**src/rtl/clipper_fan_ctrl.sv**
```systemverilog
// Board fan controller: PWM drive per fan, plus debounced tach edge counting over a fixed window with stall detection.
// Optional build macro CLIPPER_FAN_FAILSAFE_EN: any stall forces every fan to full speed while enabled.
module clipper_fan_ctrl #(
  parameter int NB_FANS    = 2,
  parameter int PWM_DIV    = 195,
  parameter int DEB_CYC    = 16,
  parameter int WIN_CYC    = 125000000,
  parameter int SPINUP_WIN = 2
) (
  input  logic                    clk,
  input  logic                    rst,
  input  logic                    enable_i,
  input  logic [8*NB_FANS-1:0]    duty_i,
  input  logic [15:0]             tach_min_i,
  input  logic [NB_FANS-1:0]      stall_clr_i,
  output logic                    fan_enable,
  output logic [NB_FANS-1:0]      fan_ctrl,
  input  logic [NB_FANS-1:0]      fan_tach,
  output logic [16*NB_FANS-1:0]   tach_count,
  output logic                    tach_valid,
  output logic [NB_FANS-1:0]      fan_stall,
  output logic                    fan_irq
);

  localparam int PRE_W  = (PWM_DIV > 1) ? $clog2(PWM_DIV) : 1;
  localparam int DEB_W  = (DEB_CYC > 1) ? $clog2(DEB_CYC) : 1;
  localparam int WIN_W  = $clog2(WIN_CYC);
  localparam int SPIN_W = (SPINUP_WIN > 0) ? $clog2(SPINUP_WIN + 1) : 1;

  localparam logic [PRE_W-1:0]  PRE_LAST  = PRE_W'(PWM_DIV - 1);
  localparam logic [DEB_W-1:0]  DEB_LAST  = DEB_W'(DEB_CYC - 1);
  localparam logic [WIN_W-1:0]  WIN_LAST  = WIN_W'(WIN_CYC - 1);
  localparam logic [SPIN_W-1:0] SPIN_LOAD = SPIN_W'(SPINUP_WIN);

  logic [PRE_W-1:0]   pre_cnt;
  logic               pwm_tick;
  logic               pwm_wrap;
  logic [7:0]         pwm_cnt;
  logic [7:0]         duty_q [NB_FANS];
  logic [NB_FANS-1:0] pwm_on;
  logic               force_full;

  logic [NB_FANS-1:0] sync1;
  logic [NB_FANS-1:0] sync2;
  logic [NB_FANS-1:0] filt;
  logic [DEB_W-1:0]   deb_cnt [NB_FANS];
  logic [NB_FANS-1:0] deb_accept;
  logic [NB_FANS-1:0] tach_rise;
  logic [15:0]        edge_cnt  [NB_FANS];
  logic [15:0]        edge_next [NB_FANS];

  logic [WIN_W-1:0]   win_cnt;
  logic               win_end;
  logic [SPIN_W-1:0]  spin_cnt;
  logic               en_rise;
  logic [NB_FANS-1:0] stall_set;

  assign pwm_tick = (pre_cnt == PRE_LAST);
  assign pwm_wrap = pwm_tick && (pwm_cnt == 8'hFF);
  assign win_end  = (win_cnt == WIN_LAST);
  // fan_enable is the previous-cycle enable_i, so it doubles as the edge detector history.
  assign en_rise  = enable_i & ~fan_enable;

`ifdef CLIPPER_FAN_FAILSAFE_EN
  assign force_full = |fan_stall;
`else
  assign force_full = 1'b0;
`endif

  always_comb begin
    for (int i = 0; i < NB_FANS; i++) begin
      pwm_on[i]     = (duty_q[i] == 8'hFF) || (pwm_cnt < duty_q[i]);
      deb_accept[i] = (sync2[i] != filt[i]) && (deb_cnt[i] == DEB_LAST);
      tach_rise[i]  = deb_accept[i] & sync2[i];
      // Count an edge accepted on the window's last cycle into that window.
      edge_next[i]  = (tach_rise[i] && (edge_cnt[i] != 16'hFFFF)) ? edge_cnt[i] + 16'd1
                                                                   : edge_cnt[i];
      stall_set[i]  = win_end && enable_i && (duty_q[i] != 8'd0) && (spin_cnt == '0) &&
                      (edge_next[i] < tach_min_i);
    end
  end

  always_ff @(posedge clk or negedge rst) begin
    if (!rst) begin
      pre_cnt    <= '0;
      pwm_cnt    <= '0;
      fan_enable <= 1'b0;
      fan_ctrl   <= '0;
      for (int i = 0; i < NB_FANS; i++) duty_q[i] <= '0;
    end else begin
      fan_enable <= enable_i;
      pre_cnt    <= pwm_tick ? '0 : pre_cnt + PRE_W'(1);
      if (pwm_tick) pwm_cnt <= pwm_cnt + 8'd1;
      for (int i = 0; i < NB_FANS; i++) begin
        if (pwm_wrap) duty_q[i] <= duty_i[8*i +: 8];
      end
      fan_ctrl <= {NB_FANS{enable_i}} & (pwm_on | {NB_FANS{force_full}});
    end
  end

  always_ff @(posedge clk or negedge rst) begin
    if (!rst) begin
      sync1 <= '0;
      sync2 <= '0;
      filt  <= '0;
      for (int i = 0; i < NB_FANS; i++) begin
        deb_cnt[i]  <= '0;
        edge_cnt[i] <= '0;
      end
    end else begin
      sync1 <= fan_tach;
      sync2 <= sync1;
      for (int i = 0; i < NB_FANS; i++) begin
        if (sync2[i] == filt[i]) begin
          deb_cnt[i] <= '0;
        end else if (deb_accept[i]) begin
          deb_cnt[i] <= '0;
          filt[i]    <= sync2[i];
        end else begin
          deb_cnt[i] <= deb_cnt[i] + DEB_W'(1);
        end
        edge_cnt[i] <= win_end ? 16'd0 : edge_next[i];
      end
    end
  end

  always_ff @(posedge clk or negedge rst) begin
    if (!rst) begin
      win_cnt    <= '0;
      spin_cnt   <= '0;
      tach_count <= '0;
      tach_valid <= 1'b0;
      fan_stall  <= '0;
      fan_irq    <= 1'b0;
    end else begin
      win_cnt    <= win_end ? '0 : win_cnt + WIN_W'(1);
      tach_valid <= win_end;
      if (en_rise) begin
        spin_cnt <= SPIN_LOAD;
      end else if (win_end && (spin_cnt != '0)) begin
        spin_cnt <= spin_cnt - SPIN_W'(1);
      end
      for (int i = 0; i < NB_FANS; i++) begin
        if (win_end) tach_count[16*i +: 16] <= edge_next[i];
      end
      // Set wins over a same-cycle clear.
      fan_stall <= (fan_stall & ~stall_clr_i) | stall_set;
      fan_irq   <= |fan_stall;
    end
  end

endmodule

```
**config.mk**
```make
export PLATFORM = sky130hd
export DESIGN_NAME = clipper_fan_ctrl
export DESIGN_NICKNAME = d
export VERILOG_FILES = /design/src/rtl/clipper_fan_ctrl.sv
export SDC_FILE = /design/constraint.sdc
export NUM_CORES = 1
export LEC_CHECK = 0
export BUFFER_PORTS_ARGS = -buffer_cell sky130_fd_sc_hd__buf_2
export CAP_MARGIN = 10
export CORE_ASPECT_RATIO = 0.8
export CORE_MARGIN = 5
export CORE_UTILIZATION = 45
export DETAILED_ROUTE_END_ITERATION = 8
export PLACE_DENSITY = 0.72
export SKIP_CTS_REPAIR_TIMING = 1
export SYNTH_ARGS = -nofsm -noshare
export SYNTH_HDL_FRONTEND = slang
export SYNTH_SLANG_ARGS = --single-unit
```
**constraint.sdc**
```tcl
create_clock -name clk -period 4 [get_ports clk]
set_input_delay 0 -clock clk [delete_from_list [all_inputs] [get_ports clk]]
set_output_delay 0 -clock clk [all_outputs]
set_load 0.02 [all_outputs]
```
### Word level (Yosys, flattened, before mapping)

Cells that the tools add are included.

* latch bits: 0
* output and inout port bits: 39
* RAM bits: 0
* memories: 0
* register bits: 146
* bits of input ports: 39
* bits in read-only memories: 0
* word-level logic and storage cells: 90

* shifts and indexed selects: 0
* equality and inequality tests: 13
* multiplexer cells: 12
* reductions and logical operators: 23
* $add $sub $neg: 8
* bitwise logic cells: 10
* multiply operators: 0
* magnitude comparators: 4
* div/mod/pow operators: 0

Operators with widths (number)
* $mux 16: 4
* $add 16x1->16 const B: 2
* $eq 8x8->1 const B: 4
* $lt 16x16->1: 2
* $ne 16x16->1 const B: 2
* $add 27x1->27 const B: 1
* $eq 27x27->1 const B: 1
* $mux 27: 1
* $add 8x1->8 const B: 2
* $lt 8x8->1: 2
* $mux 4: 4
* $reduce_bool 8->1: 2
* $logic_and 1x1->1: 13
* $add 4x1->4 const B: 2
* $eq 4x4->1 const B: 2
* $mux 8: 1
* $and 2x2->2: 2
* $mux 2: 2
* $reduce_and 2->1: 2
* $reduce_bool 2->1: 2
* $and 1x1->1: 3
* $not 1->1: 3
* $eq 1x1->1: 2
* $logic_not 2->1: 1
* 6 further kinds: 8

### Depth between registers and ports, before layout

Gate-level depths: netlist of run 1.

* word-level depth: 8
* gate-level depth with buffers: 13
* mapped depth without buffers: 12

### Worst setup path before layout of run 1

Ideal clock, no wire load.

* kind: reg2reg
* from: register deb_cnt[4] in the netlist's numbering
* to: register fan_stall[0]
* setup time: 127 ps
* clock period less this slack: 3015 ps
* data required time: 3873 ps
* stages on the path, launching flop included: 13
* arrival time: 2888 ps
* path slack: 985 ps
* buffers on the path: 1
* cells stage by stage: dfrtp_1 -> ha_1 -> and3_1 -> clkbuf_2 -> nand3_1 -> a2111oi_1 -> xnor2_1 -> inv_1 -> ha_1 -> nand4_1 -> or4_1 -> nor3b_1 -> o31ai_1

RTL lines
* start: declaration: RTL line 46 `logic [DEB_W-1:0] deb_cnt [NB_FANS];`
* start signal: indexed assignment: RTL line 120 `deb_cnt[i] <= deb_cnt[i] + DEB_W'(1);`
* end signal: assignment: RTL line 147 `fan_stall <= (fan_stall & ~stall_clr_i) | stall_set;`
* end: declaration: RTL line 21 `output logic [NB_FANS-1:0] fan_stall,`

==> results of run 1 <==
==> where the power goes <==
part	switching (uW)	leakage [uW]	internal, uW
logic	64.2	0.00231	46.4
clock network	627	0.000261	887
registers	7.04	0.00199	1480
==> cell families (layout without fill, tap and decap cells) <==
| kind of cell | Yosys count | in the layout |
|---|---|---|
| flip-flops | 146 | 146 |
| adder cells (fa/ha/maj) | 53 | 53 |
| buffers and inverters | 93 | 208 |
| AO/OA/AOI/OAI | 101 | 101 |
| AND/OR/NAND/NOR | 290 | 290 |
| multiplexers | 22 | 22 |
| XOR/XNOR | 66 | 66 |
==> worst min path at each step <==
stage               from                          to  slack [ns]  depth (start not counted)
CTS                  rst  tach_count[10]$_DFFE_PN0P_       -0.40                          1
global placement     rst  tach_count[12]$_DFFE_PN0P_        0.05                          1
finish               rst  tach_count[10]$_DFFE_PN0P_        0.16                          2
global route         rst  tach_count[10]$_DFFE_PN0P_        0.21                          2
detailed placement   rst  tach_count[10]$_DFFE_PN0P_        0.05                          1
floorplan            rst        deb_cnt[0]$_DFF_PN0_       -0.30                          0
==> layout make-up <==
type / instances / share of cell area
clock inverters: 12 / 0.0120
multi-input cells: 532 / 0.399
inverters: 74 / 0.0309
flip-flops and latches: 146 / 0.406
repair buffers: 102 / 0.0705
clock buffers: 20 / 0.0507
well taps: 220 / 0.0306
==> layer usage <==
layer | global-route usage | share of wire
met1 | 0.258 | 0.50
met2 | 0.251 | 0.43
met3 | 0.0456 | 0.061
met4 | 0.0494 | 0.011
met5 | 0 | 0
==> cells in the mapped netlist, drive strengths merged (3+ instances only) <==
library cell  count
dfrtp           146
inv              74
nand2            69
nor2             67
ha               53
xnor2            46
o21ai            44
nand3            27
nand4            25
nor3             22
nor4             20
xor2             20
mux2             18
buf              13
a21o             12
and3             12
a21oi             9
and4              9
o211ai            7
a211oi            6
clkbuf            6
nand2b            6
or2               6
nor2b             5
nor3b             5
a31oi             4
and2              4
mux2i             4
nor4b             4
or3               3
==> metrics by stage <==
step / cell area [um2] / total power (uW) / setup slack, ns / std cells
CTS: 8780 / 3140 / 0.642 / 1084
global placement: 8220 / 1610 / 0.835 / 1052
detailed placement: 8220 / 1610 / 0.676 / 1052
floorplan: 7640 / 1550 / 0.985 / 771
global route: 9000 / 3240 / 0.273 / 1106
finish: 9000 / 3120 / 0.583 / 1106
==> state kept, by name (all words and copies together) (netlist names), 8 cells and up <==
register / flops
edge_cnt: 32
duty_q: 16
tach_count: 32
win_cnt: 27
pwm_cnt: 8
pre_cnt: 8
deb_cnt: 8
==> critical path, stage by stage, from the launching register on <==
cell and delay (ns):
dfrtp_1 0.39, ha_1 0.24, and3_1 0.31, nand4_1 0.32, nor3_1 0.28, mux2i_1 0.33
inv_1 0.08, ha_1 0.30, nand4_1 0.16, or4_1 0.56, nor3b_1 0.23, o31ai_1 0.11
==> layout by cell type (no fill, tap or decap), types with 19 or more instances in the layout <==
master and count:
dlygate4sd3_1 22, nor3_1 22, xor2_1 20, nand3_1 27, ha_1 53, inv_1 73
xnor2_1 46, nand4_1 25, dfrtp_1 146, nor4_1 19, nor2_1 67, buf_2 76
nand2_1 69, o21ai_0 38
==> impl_results.md, run 1 <==
* Simple-Gate Fraction of Synth Area at 0.193
* Area leader, netlist: dfrtp_1
* Post-Synth Adder-Cell Area at 0.0868
* DIE HEIGHT at 127 um
* Routed wire length at 16700 um
* #FFs+latches synth at 146
* GPL Wtd Cong at 0.894
* I/O pin cnt at 78
* Core Region at 0.0166 mm2
* WP data required at 4.30 ns
* CTS Buffer Depth at 2
* CTS tree: built
* Complex-gate fraction of the synthesized area at 0.0834
* Detail Route Antenna Nets at 0
* Leading register cell type out of synthesis: dfrtp_1
* Ys Warns at 0
* Vias in the first global route at 5515
* Async set-reset flop share out of synthesis at 1.00
* Area of the multi-input gates at 0.00359 mm2
* Drt first-iter violations at 345
* Minimum clock period at 3.42 ns
* Ranking of synthesized cells by area: dfrtp_1 48%, ha_1 8.7%, xnor2_1 5.3%
* Synthesized area at 0.00764 mm2
* Critical path data arrival time at 3.72 ns
* CTS sink count at 146
* Final setup viols at 0
* TNS Setup at 0 ns
* CP endpoint kind: register
* First-pass GRT wire length at 27600 um
* Routed WL per cell at 15.1 um
* Global route total overflow at 0
* Setup crit end: fan_stall[0]$_DFF_PN0_
* Area grow syn2layout at 17.9%
* Syn avg cell area at 9.90 um2
* Final Util at 0.542
* Crit Path Max Fanout at 7
* Max_slew headroom at 0.393
* IR drop worst, VDD at 0.338 mV
* PwrDens at 346 mW/mm2
* Critical R2R Capture: fan_stall[0]$_DFF_PN0_
* Post-synth EDFFs at 0
* Antenna fix cells at 0
* Syn nets at 863
* Worst Skew at 0.00518 ns
* Die ar. at 0.0197 mm2
* Worst skew pair latency at 0.42 ns
* Hold_ws at 0.158 ns
* Max Freq at 293 MHz
* Clock transition at path regs at 0.06 ns
* Final Hold Violating Endpoints at 0
* Pre-antenna DRT Iters at 4
* Mux contribution to synthesized area at 0.0318
* Worst reg2reg path depth at 11
* Clk root buf: clkbuf_16
* Worst Max-Slew Pin Slew at 0.909 ns
* Netlist cell types at 55
* Post-Synthesis Cells at 771
* Unrepaired setup endpoints after global routing: no
* Post-synthesis sequential area ratio at 0.478
* Die W at 156 um
* H-tree Lvls at 4
* Initial antenna violation count at 0
* Final Net Count at 965
* Fin. max-slew vios at 0
* Leak at 0.00456 uW
* Xor/xnor cell area share of the yosys netlist at 0.0757
* Slack of the worst reg-to-reg path at 0.58 ns
* DR vias/cell at 5.23
* FF-to-FF Start: deb_cnt[4]$_DFF_PN0_
* Total CTS buffers at 17
* Port Buffers at 77
* Share of layout cells above drive strength 1 at 0.144
* Number of remaining DRC errors at 0
* Critical Path Start: deb_cnt[4]$_DFF_PN0_
* Number of max-cap violations at 0
* Register Area at 0.00365 mm2
* # rows at 42
* Total track usage at 0.174
* Fillcell total at 1492
* Final period utilization at 0.854
* Hold WC Path Type: primary input to async pin
* Initial Util at 0.460
* Crit start category: register
* HPWL Detailed at 12100 um
* Yosys top cell area share at 0.478
* Pin count of the biggest net entering global routing at 71
* Status: finished clean
* CP Class: register to register
* Largest family of logic cells by synthesized area: simple AND/OR/NAND/NOR gates
* Vias at 5788
(Power assumes the default switching activity.)
==> inputs of run 2 (changes only) <==
==> constraint.sdc (replaced) <==
create_clock -name clk -period 4 [get_ports clk]
set_input_delay 0.6 -clock clk [delete_from_list [all_inputs] [get_ports clk]]
set_output_delay 0.6 -clock clk [all_outputs]
set_load 0.02 [all_outputs]
==> run 2 against run 1 <==
  * Clock skew is 0.0014 ns higher
  * Largest cell class unchanged
  * Clock power is 5% higher
  * Largest power group unchanged
  * Core utilization is 1.2 points lower
  * Sequential power hardly changed
  * Sequential cell count stayed put
  * Worst hold slack better by 0.086 ns
  * Clock-buffer cell count stayed put
  * Via count is 0.92% lower
  * Cell area is 2.2% lower
  * Total power is 1.8% higher
  * Final cell count is 2.0% lower
==> impl_results.md, run 2 (synthesis results as in run 1) <==
* Status: finished clean
* # rows at 42 (unchanged)
* Total CTS buffers at 17 (unchanged)
* Final Hold Violating Endpoints at 0 (unchanged)
* Initial antenna violation count at 0 (unchanged)
* H-tree Lvls at 4 (unchanged)
* Detail Route Antenna Nets at 0 (unchanged)
* Die ar. at 0.0197 mm2 (unchanged)
* Routed wire length at 16900 um (+1.3%)
* Port Buffers at 77 (unchanged)
* Routed WL per cell at 15.6 um (+3.4%)
* CP Class: register to register
* Top flop regs: edge_cnt x32, tach_count x32, win_cnt x27
* First-pass GRT wire length at 27900 um (+1.1%)
* Crit Path Max Fanout at 7 (unchanged)
* Leak at 0.00449 uW (-1.6%)
* DIE HEIGHT at 127 um (unchanged)
* Leading cell type in the layout, fill and taps excluded: dfrtp_1
* Slowest CP cell: or4_1
* Non-Filler Instances at 1084 (-2.0%)
* Unrepaired setup endpoints after global routing: no
* Worst Skew at 0.00654 ns (+0.00136 ns)
* Final period utilization at 0.856 (+0.00214)
* Pin count of the biggest net entering global routing at 106 (+49%)
* Max incr delay on CP at 0.48 ns (-0.08 ns)
* Hold_ws at 0.245 ns (+0.0865 ns)
* Vias in the first global route at 5576 (+1.1%)
* WP data required at 4.30 ns (about the same)
* Antenna fix cells at 0 (unchanged)
* Core Region at 0.0166 mm2 (unchanged)
* Register Area at 0.00365 mm2 (unchanged)
* Vias at 5735 (-0.92%)
* Minimum clock period at 3.43 ns (+0.00856 ns)
* Pre-antenna DRT Iters at 5 (+1)
* Number of remaining DRC errors at 0 (unchanged)
* Dpl cells at 1052 (unchanged)
* Number of max-cap violations at 0 (unchanged)
* CP endpoint kind: register
* Final setup viols at 0 (unchanged)
* Drt first-iter violations at 323 (-6.4%)
* Max Freq at 292 MHz (-0.25%)
* Fin. max-slew vios at 0 (unchanged)
* Crit start category: register
* PwrDens at 360 mW/mm2 (+4.0%)
* GPL Wtd Cong at 0.928 (+3.8%)
* TNS Setup at 0 ns (unchanged)
* Most frequent cells in the layout: 146 x dfrtp_1, 76 x buf_2, 73 x inv_1, 69 x nand2_1, 67 x nor2_1
* Worst skew pair latency at 0.42 ns (about the same)
* Area grow syn2layout at 15.3%
* Critical Path, Cell by Cell: ha_1, and3_1, nand4_1, a211oi_1, xnor2_1, inv_1, ha_1, nand4_1, or4_1, nor3b_1, o31ai_1
* DR vias/cell at 5.29 (+1.1%)
* Final Net Count at 943 (-2.3%)
* Hold WC Path Type: primary input to async pin
* HPWL Detailed at 12400 um (+1.8%)
* Worst Max-Slew Pin Slew at 0.967 ns (+0.0582 ns)
* Clk root buf: clkbuf_16
* Critical path data arrival time at 3.73 ns (about the same)
* Initial Util at 0.460 (unchanged)
* CTS sink count at 146 (unchanged)
* IR drop worst, VDD at 0.292 mV (-14%)
* Clock transition at path regs at 0.06 ns (about the same)
* Share of layout cells above drive strength 1 at 0.148 (+0.00368)
* Die W at 156 um (unchanged)
* Area of the multi-input gates at 0.00359 mm2 (unchanged)
* Max_slew headroom at 0.355 (-0.0379)
* Global route total overflow at 0 (unchanged)
* CTS tree: built
* Total track usage at 0.177 (+0.00303)
* CTS Buffer Depth at 2 (unchanged)
* I/O pin cnt at 78 (unchanged)
* Fillcell total at 1520 (+1.9%)
run 2: cell types whose count changed in the layout (fill, tap and decap cells not counted), sizes merged:
cell         delta
bufinv          +1
clkinv          +1
clkinvlp        -2
dlygate4sd3    -22
run 2: area by class of cell:
| type | instances | area share |
|---|---|---|
| clock buffers | 20 | 0.0519 |
| clock inverters | 12 | 0.0149 |
| inverters | 74 | 0.0316 |
| multi-input cells | 532 | 0.408 |
| flip-flops and latches | 146 | 0.415 |
| well taps | 220 | 0.0313 |
| repair buffers | 80 | 0.0470 |
run 2: per-layer routing:
metal / global-route usage / up-vias / routed length, um / part of all wire
li1: - / 2837 / - / -
met1: 0.255 / 2740 / 8380 / 0.50
met2: 0.260 / 138 / 7200 / 0.43
met3: 0.0528 / 20 / 1050 / 0.062
met4: 0.0510 / 0 / 268 / 0.016
met5: 0 / - / 0 / 0
run 2: worst paths after layout:
| path | from | endpoint | slack [ns] | depth (start not counted) |
|---|---|---|---|---|
| min in group clk | fan_tach[0] | sync1[0]$_DFF_PN0_ | 0.28 | 1 |
| max in group asynchronous | rst | sync2[1]$_DFF_PN0_ | 2.89 | 2 |
| max reg2reg | deb_cnt[4]$_DFF_PN0_ | fan_stall[0]$_DFF_PN0_ | 0.57 | 11 |
| max | deb_cnt[4]$_DFF_PN0_ | fan_stall[0]$_DFF_PN0_ | 0.57 | 11 |
| min | rst | tach_count[12]$_DFFE_PN0P_ | 0.24 | 1 |
| min reg2reg | sync1[0]$_DFF_PN0_ | sync2[0]$_DFF_PN0_ | 0.34 | 0 |
run 2: stage by stage:
stage	area [um2]	total power [uW]	util	setup slack, ns
floorplan	7640	1550	-	0.985
global placement	8220	1610	0.495	0.833
detailed placement	8220	1610	0.495	0.648
CTS	8800	3200	0.530	0.612
global route	8800	3280	0.530	0.316
finish	8800	3170	0.530	0.575
run 2: power by group:
part | total [uW] | internal, uW | switching, uW
registers | 1490 | 1480 | 6.98
logic | 93.9 | 32.7 | 61.2
clock network | 1590 | 952 | 635
total | 3170 | 2470 | 703
run 2: critical path: cells and delay by family (launching register included):
kind	cells	cell delay [ns]
compound gates	2	0.56
fa+ha+maj	2	0.56
buf+inv	1	0.09
xor+xnor	1	0.23
simple gates	5	1.46
flops	1	0.39
